$ cat src/rtl/multdiv_pkg.sv
// Shared definitions for the multiply/divide issue controller:
// FSM encoding, rstatus exception codes and timeout sizing.
package multdiv_pkg;

    typedef enum logic [1:0] {
        IDLE  = 2'd0,
        ISSUE = 2'd1,
        WAIT  = 2'd2,
        DONE  = 2'd3
    } state_t;

    localparam int TIMEOUT_DEFAULT     = 40;
    localparam int RSTATUS_REG_DEFAULT = 30;

    localparam logic [31:0] RSTATUS_MULT = 32'd4;
    localparam logic [31:0] RSTATUS_DIV  = 32'd5;

    // Bits needed to hold every value from 0 up to max_count.
    function automatic int count_width(input int max_count);
        return (max_count < 2) ? 1 : $clog2(max_count + 1);
    endfunction

endpackage

$ cat src/rtl/wait_counter.sv
// Counts cycles spent waiting on the multdiv unit; 'last' flags the final
// permitted wait cycle so the controller can abort on the following edge.
module wait_counter
    import multdiv_pkg::*;
#(
    parameter int MAX_COUNT = TIMEOUT_DEFAULT
) (
    input  logic clock,
    input  logic reset,
    input  logic clear,
    input  logic enable,
    output logic last
);

    localparam int W = count_width(MAX_COUNT);

    logic [W-1:0] count;

    always_ff @(posedge clock) begin
        if (reset || clear) begin
            count <= '0;
        end else if (enable) begin
            count <= count + 1'b1;
        end
    end

    assign last = (count == W'(MAX_COUNT - 1));

endmodule

$ cat src/rtl/multdiv_ctrl.sv
// Issue/writeback controller for a multi-cycle multiply/divide unit: latches
// operands, pulses the start strobe, waits with timeout, and requests writeback.
module multdiv_ctrl
    import multdiv_pkg::*;
#(
    parameter int TIMEOUT     = TIMEOUT_DEFAULT,
    parameter int RSTATUS_REG = RSTATUS_REG_DEFAULT
) (
    input  logic        clock,
    input  logic        reset,
    input  logic        is_mult,
    input  logic        is_div,
    input  logic [31:0] opA,
    input  logic [31:0] opB,
    input  logic [4:0]  rd,
    input  logic        flush,
    output logic        ctrl_MULT,
    output logic        ctrl_DIV,
    output logic [31:0] data_operandA,
    output logic [31:0] data_operandB,
    input  logic [31:0] data_result,
    input  logic        data_exception,
    input  logic        data_resultRDY,
    output logic        stall,
    output logic        wb_valid,
    output logic [4:0]  wb_rd,
    output logic [31:0] wb_data
);

    localparam logic [4:0] RSTATUS_RD = 5'(RSTATUS_REG);

    state_t      state;
    state_t      next_state;
    logic        accept;
    logic        count_last;
    logic        capture;
    logic        expire;
    logic [4:0]  rd_q;
    logic        div_q;
    logic [31:0] result_q;
    logic        exc_q;

    wait_counter #(
        .MAX_COUNT(TIMEOUT)
    ) u_wait_counter (
        .clock (clock),
        .reset (reset),
        .clear (state == ISSUE),
        .enable((state == WAIT) && !data_resultRDY && !flush),
        .last  (count_last)
    );

    assign capture = (state == WAIT) && !flush && data_resultRDY;
    assign expire  = (state == WAIT) && !flush && !data_resultRDY && count_last;

    always_comb begin
        next_state = state;
        accept     = 1'b0;
        case (state)
            IDLE: begin
                if ((is_mult || is_div) && !flush) begin
                    next_state = ISSUE;
                    accept     = 1'b1;
                end
            end
            ISSUE:   next_state = flush ? IDLE : WAIT;
            WAIT: begin
                if (flush) begin
                    next_state = IDLE;
                end else if (capture || expire) begin
                    next_state = DONE;
                end
            end
            DONE:    next_state = IDLE;
            default: next_state = IDLE;
        endcase
    end

    // Start strobes are registered so they appear exactly during the ISSUE cycle.
    always_ff @(posedge clock) begin
        if (reset) begin
            state         <= IDLE;
            ctrl_MULT     <= 1'b0;
            ctrl_DIV      <= 1'b0;
            data_operandA <= '0;
            data_operandB <= '0;
            rd_q          <= '0;
            div_q         <= 1'b0;
            result_q      <= '0;
            exc_q         <= 1'b0;
        end else begin
            state     <= next_state;
            ctrl_MULT <= accept && is_mult;
            ctrl_DIV  <= accept && !is_mult;
            if (accept) begin
                data_operandA <= opA;
                data_operandB <= opB;
                rd_q          <= rd;
                div_q         <= !is_mult;
            end
            if (capture) begin
                result_q <= data_result;
                exc_q    <= data_exception;
            end else if (expire) begin
                result_q <= '0;
                exc_q    <= 1'b1;
            end
        end
    end

    always_comb begin
        stall    = 1'b0;
        wb_valid = 1'b0;
        wb_rd    = '0;
        wb_data  = '0;
        case (state)
            IDLE:  stall = (is_mult || is_div) && !flush;
            ISSUE: stall = 1'b1;
            WAIT:  stall = 1'b1;
            DONE: begin
                // Exceptions redirect the write to the status register.
                if (exc_q) begin
                    wb_valid = !flush;
                    wb_rd    = RSTATUS_RD;
                    wb_data  = div_q ? RSTATUS_DIV : RSTATUS_MULT;
                end else begin
                    wb_valid = !flush && (rd_q != 5'd0);
                    wb_rd    = rd_q;
                    wb_data  = result_q;
                end
            end
            default: stall = 1'b0;
        endcase
    end

endmodule
$ cat config.mk
export PLATFORM = sky130hd
export DESIGN_NAME = multdiv_ctrl
export DESIGN_NICKNAME = d
export VERILOG_FILES = /design/src/rtl/multdiv_pkg.sv /design/src/rtl/wait_counter.sv /design/src/rtl/multdiv_ctrl.sv
export SDC_FILE = /design/constraint.sdc
export NUM_CORES = 1
export LEC_CHECK = 0
export ABC_AREA = 1
export CELL_PAD_IN_SITES_DETAIL_PLACEMENT = 1
export CELL_PAD_IN_SITES_GLOBAL_PLACEMENT = 2
export CORE_MARGIN = 10
export CORE_UTILIZATION = 20
export DETAILED_ROUTE_END_ITERATION = 16
export PLACE_DENSITY = 0.87
export SLEW_MARGIN = 20
export SYNTH_ARGS = -nofsm -noshare
export SYNTH_HDL_FRONTEND = slang
export SYNTH_HIERARCHICAL = 1
export SYNTH_SLANG_ARGS = --single-unit
$ cat constraint.sdc
create_clock -name clock -period 1.31 [get_ports clock]
set_input_delay 0.131 -clock clock [delete_from_list [all_inputs] [get_ports clock]]
set_output_delay 0.131 -clock clock [all_outputs]
set_load 0.02 [all_outputs]
* Yosys cells after proc, flatten, opt, wreduce, memory -nomap -nowiden *
Index checks and enable logic that the tools add are counted.

operators by class
  add/sub/neg operators = 1
  $mul = 0
  divide/modulo/power cells = 0
  $lt $le $gt $ge = 0
  eq/ne operators = 6
  shift operators = 0
  muxes and demuxes = 19
  bitwise logic cells = 0
  reduce and logical (&&, ||, !) cells = 21

operators by type and width
  cell                                                 count
  2-to-1 mux 32 bit                                    4
  logical AND 1 bit                                    10
  2-to-1 mux 5 bit                                     2
  2-to-1 mux 2 bit                                     4
  one-hot mux 2 bit (4 select lines)                   1
  2-to-1 mux 1 bit                                     7
  adder 6 x 1 -> 6 bit, second input constant          1
  equality test 6 bit, second input constant           1
  nonzero test 5 bit                                   1
  equality test 2 bit, second input constant           2
  logical NOT 1 bit                                    3
  logical OR 1 bit                                     3
  != test 3 x 2 -> 1 bit, second input constant        1
  equality test 2 x 1 -> 1 bit, second input constant  1
  logical NOT 2 bit                                    1
  != test 2 bit, second input constant                 1
  one-hot mux 1 bit (2 select lines)                   1
  AND reduction 2 bit                                  1
  nonzero test 2 bit                                   1
  OR reduction 2 bit                                   1

storage, ports and cells
  bits in registers = 113
  bits in latches = 0
  memory bits (writable) = 0
  memory bits (read-only) = 0
  input port bits = 108
  output and inout bits = 105
  word-level logic and storage cells = 57
  memories = 0

* Longest topological paths before layout *
  word-level depth = 8
  mapped depth = 9
  gate-level depth less buffers = 9

* By module *
The synthesis kept the hierarchy.

by module, submodules not included
  module        times used  cells an instance  area each (µm²)  sequential area each (µm²)
  multdiv_ctrl  1           597                4511.8           2142.1
  wait_counter  1           36                 265.3            120.1

* Worst setup path before layout *
No wires, ideal clock.

  path kind = register -> register
  from = reg state[0]
  to = reg u_wait_counter.count[5]
  library setup time = 115 ps
  arrival = 1325 ps
  data required time = 1195 ps
  slack = -130 ps
  cell stages (with the launch flop) = 10
  buffers on the path = 0
  period minus slack after synthesis = 1440 ps
  cells stage by stage = dfxtp_1 -> inv_1 -> ha_1 -> nand2_2 -> nor2_1 -> nand2_2 -> nor2_2 -> nand3_1 -> nand2_1 -> nor2_1

between the ends
  word-level cells in the longest chain between the ends = 3
  elaborated cells between the ends (all ways) = 5
  classes of those cells = eq/ne: 2; reduce/logical: 3

RTL lines
  element                          RTL line            text
  from (decl)                      multdiv_ctrl.sv:32  state_t state;
  from (signal assigned)           multdiv_ctrl.sv:92  state <= next_state;
  equality test 2 bit              multdiv_ctrl.sv:49  .enable((state == WAIT) && !data_resultRDY && !flush),
  logical AND 1 bit (2 in series)  multdiv_ctrl.sv:49
  to (signal assigned)             wait_counter.sv:23  count <= count + 1'b1;
  to (decl)                        wait_counter.sv:17  logic [W-1:0] count;

Several ways; a longest one is shown, not always the timed one.
A chain may end at the register's enable or synchronous reset.

* Final worst setup path *
  from = reg state[0]
  to = out stall

between the ends
  word-level cells in the longest chain between the ends = 3
  elaborated cells between the ends (all ways) = 5
  classes of those cells = eq/ne: 2; mux: 1; reduce/logical: 2

RTL lines
  element                                                              RTL line             text
  equality test 2 bit or equality test 2 x 1 -> 1 bit (tied branches)  multdiv_ctrl.sv:116  case (state)
  OR reduction 2 bit (no source line)                                  n/a
  one-hot mux 1 bit (2 select lines) (*)                               multdiv_ctrl.sv:116
  to (decl)                                                            multdiv_ctrl.sv:24   output logic stall,

Mark *: on every way between the ends. The rest lies on a longest branch, timed or not.

==> results.ini <==
[outcome]
outcome=finished, violations left
violations=setup timing

[clock_network]
ctsLongestPathBuffers=2
cts_max_level=4
clk_pin_slew_ns=0.06
cts_tree=yes
clk_latency_ns=0.41
root_buffer=clkbuf_16
cts_buffers=17
clock_sinks=113

[floorplanning]
die_area_mm2=0.0305
core-area_mm2=0.0235
dieHeight_um=175
initial_core_util=0.204
io_pins=213
die_w_um=175
std_cell_rows=56

[logic_synthesis]
yosys-top-cells-count=nand2_1 (171), dfxtp_1 (113), a21oi_1 (98)
synth_area_leader_cell=dfxtp_1
synth-seq-area-share=0.474
synth_ff_type=dfxtp_1
synth_fp_nets=747
yosysTopAreaCellShare=0.474
synth_xor_area_frac=0
async_reset_ff_frac=0
yosys-mux-area-fraction=0
synthSimpleGateAreaFrac=0.302
ys_ff_latch=113
synth_area_mm2=0.00478
synth_cell_type_count=25
yosysWarningCount=6
synth_top_family_by_area=simple AND/OR/NAND/NOR gates
synthAdderAreaFrac=0.0157
synthTopCellsByArea=dfxtp_1 (47%), nand2_1 (13%), a21oi_1 (10%)
syn-instance-count=633
syn-mean-instance-area_um2=7.55
synth_edf_count=0
synth-compound-area-share=0.131
synth.most_common_cell=nand2_1

[power]
seqPwrFrac=0.299
switchingPower_mw=4.06
power_switching_share=0.310
p_int_mw=9.04
cellPowerDensity_mw_per_mm2=1420
ir_drop_mv=0.712
leakage_nw=3.74
combPwrFrac=0.338
clkPwrFrac=0.363

[critical_path]
path_cells=buf_6 -> inv_6 -> ha_4 -> nand3_4 -> buf_12 -> a21oi_4 -> buf_6
path_max_fanout=2
path_class=register to output pin
cp-end-kind=output pin
path_common_cell=buf_6
crit_slowest_cell=dfxtp_4
critical_path.max_stage_delay_ns=0.36
arrival_ns=1.59
start_kind=register
worstPathRequired_ns=1.18

[drt]
via_count=5418
drc=0
ant_nets=0
drt_first_pass_iters=5
post_drt_wl_per_cell_um=17.8
via_per_inst=4.41
wirelength_mm=21.8
drt_iter0_markers=194

[sta]
max_slew.worst_pin.slew_ns=0.347
setup_viol=152
slew_headroom=0.767
skew_ns=0.00813
final-hold-violation-count=0
fmax_mhz=583
rsz0062_at_grt=yes
fin_ws_ns=-0.406
fin_crit_sh=1.31
finalCriticalPeriod_ns=1.72
final_max_slew_viol_count=0

[grt]
grt.overflow.total=0
grt_pass1_wl_mm=32.7
grt_max_degree=55
grt.total_usage=0.134
grt_pass1_vias=5743
antenna_found_initial=1

[min_path]
hold_class=input port to register

[place]
hpwl_mm=14.2
dpl_cell_area_mm2=0.00770
port_buffers=212
gp_congestion=0.751

[flow_run]
drv_cap=0

[layout]
nets=1012
post_route_cells_drive_above_1_share=0.310
fin_util=0.392
seqCellArea_mm2=0.00227
final_area_mm2=0.00920
n_antenna_cell=0
multiInputGateArea_mm2=0.00250
fill_cells=2723
area.growth.synth_to_final_pct=92.6

-- placed cells by master, fill, tap and decap left out, types with 14 or more instances in the layout --
master and n:
nand2_1 145, dfxtp_1 110, clkdlybuf4s50_1 106, a21oi_1 87, nand4_1 65, dlygate4sd2_1 59
buf_4 46, buf_6 39, nand2_2 35, nor2_2 31, clkbuf_16 26, nor2_1 25
a21oi_2 20, buf_12 20, inv_1 14
-- sequential cells by signal, indices dropped and copies added (netlist names) --
signal / flops
data_operandA: 32
data_operandB: 32
result_q: 32
u_wait_counter/count: 6
rd_q: 5
state: 2
ctrl_DIV: 1
ctrl_MULT: 1
div_q: 1
exc_q: 1
-- per-stage QoR --
stage / TNS (ns) / hold slack (ns) / worst slack (ns) / power, mW / std cells
global route: -54.04 / 0.201 / -0.472 / 13.8 / 1229
global placement: -41.59 / 0.447 / -0.417 / 7.19 / 1164
finish: -40.91 / 0.208 / -0.406 / 13.1 / 1229
floorplan: 0 / 0.210 / 0.000161 / 5.48 / 633
detailed placement: -46.70 / 0.452 / -0.485 / 7.22 / 1164
CTS: -30.26 / 0.184 / -0.404 / 12.5 / 1211
-- layer usage --
metal	routed length, µm	GRT usage	vias to the layer above
met5	12	0	-
met4	265	0.0371	2
met3	1760	0.0570	16
met2	10500	0.221	157
met1	9310	0.154	2593
li1	-	-	2650
-- cells by family (layout without fill, tap and decap cells) --
logic type	after synthesis	in the layout
buf+inv	75	352
fa+ha+maj	6	6
flops	113	113
compound gates	117	117
simple gates	322	322
-- worst max-delay path, delay by kind of cell (launching register included) --
| kind | cells | cell delay (ns) |
|---|---|---|
| AND/OR/NAND/NOR | 1 | 0.08 |
| buffers and inverters | 4 | 0.46 |
| adder cells (fa/ha/maj) | 1 | 0.16 |
| AO/OA/AOI/OAI | 1 | 0.11 |
| flip-flops | 1 | 0.36 |
-- what timing repair did --
item,4_1_cts,5_1_grt
setup buffers,11,10
hold buffers,0,0
gates resized for setup,339,77
pin swaps,9,35
cloned,7,10
setup endpoints to repair,218,158
-- path summary, 6_finish.rpt --
path | from | endpoint | slack, ns | cells past startpoint
worst min register to register | data_operandB[4]$_SDFFE_PP0P_ | data_operandB[4]$_SDFFE_PP0P_ | 0.46 | 2
worst min-delay path | reset | u_wait_counter/count[2]$_SDFFE_PP0P_ | 0.21 | 5
worst max register to register | state[0]$_SDFFE_PP0P_ | data_operandA[20]$_SDFFE_PP0P_ | -0.32 | 10
worst max-delay path | state[0]$_SDFFE_PP0P_ | stall | -0.41 | 7
-- power groups by stage --
stage	Sequential (mW)	Clock (mW)	Combinational [mW]
6_report	3.91	4.75	4.43
5_1_grt	3.95	5.07	4.75
4_1_cts	3.90	4.90	3.66
3_5_place_dp	3.97	0	3.26
3_3_place_gp	3.95	0	3.23
2_1_floorplan	4.21	0	1.27
-- cell type report --
class                      count  area share
inverter                      21      0.0101
multi-input combinational    445       0.272
timing repair buffer         300       0.364
clock inverter                14      0.0182
sequential                   113       0.247
clock buffer                  17      0.0462
tap                          319      0.0434
No activity file was read; power rests on OpenSTA's default activity.
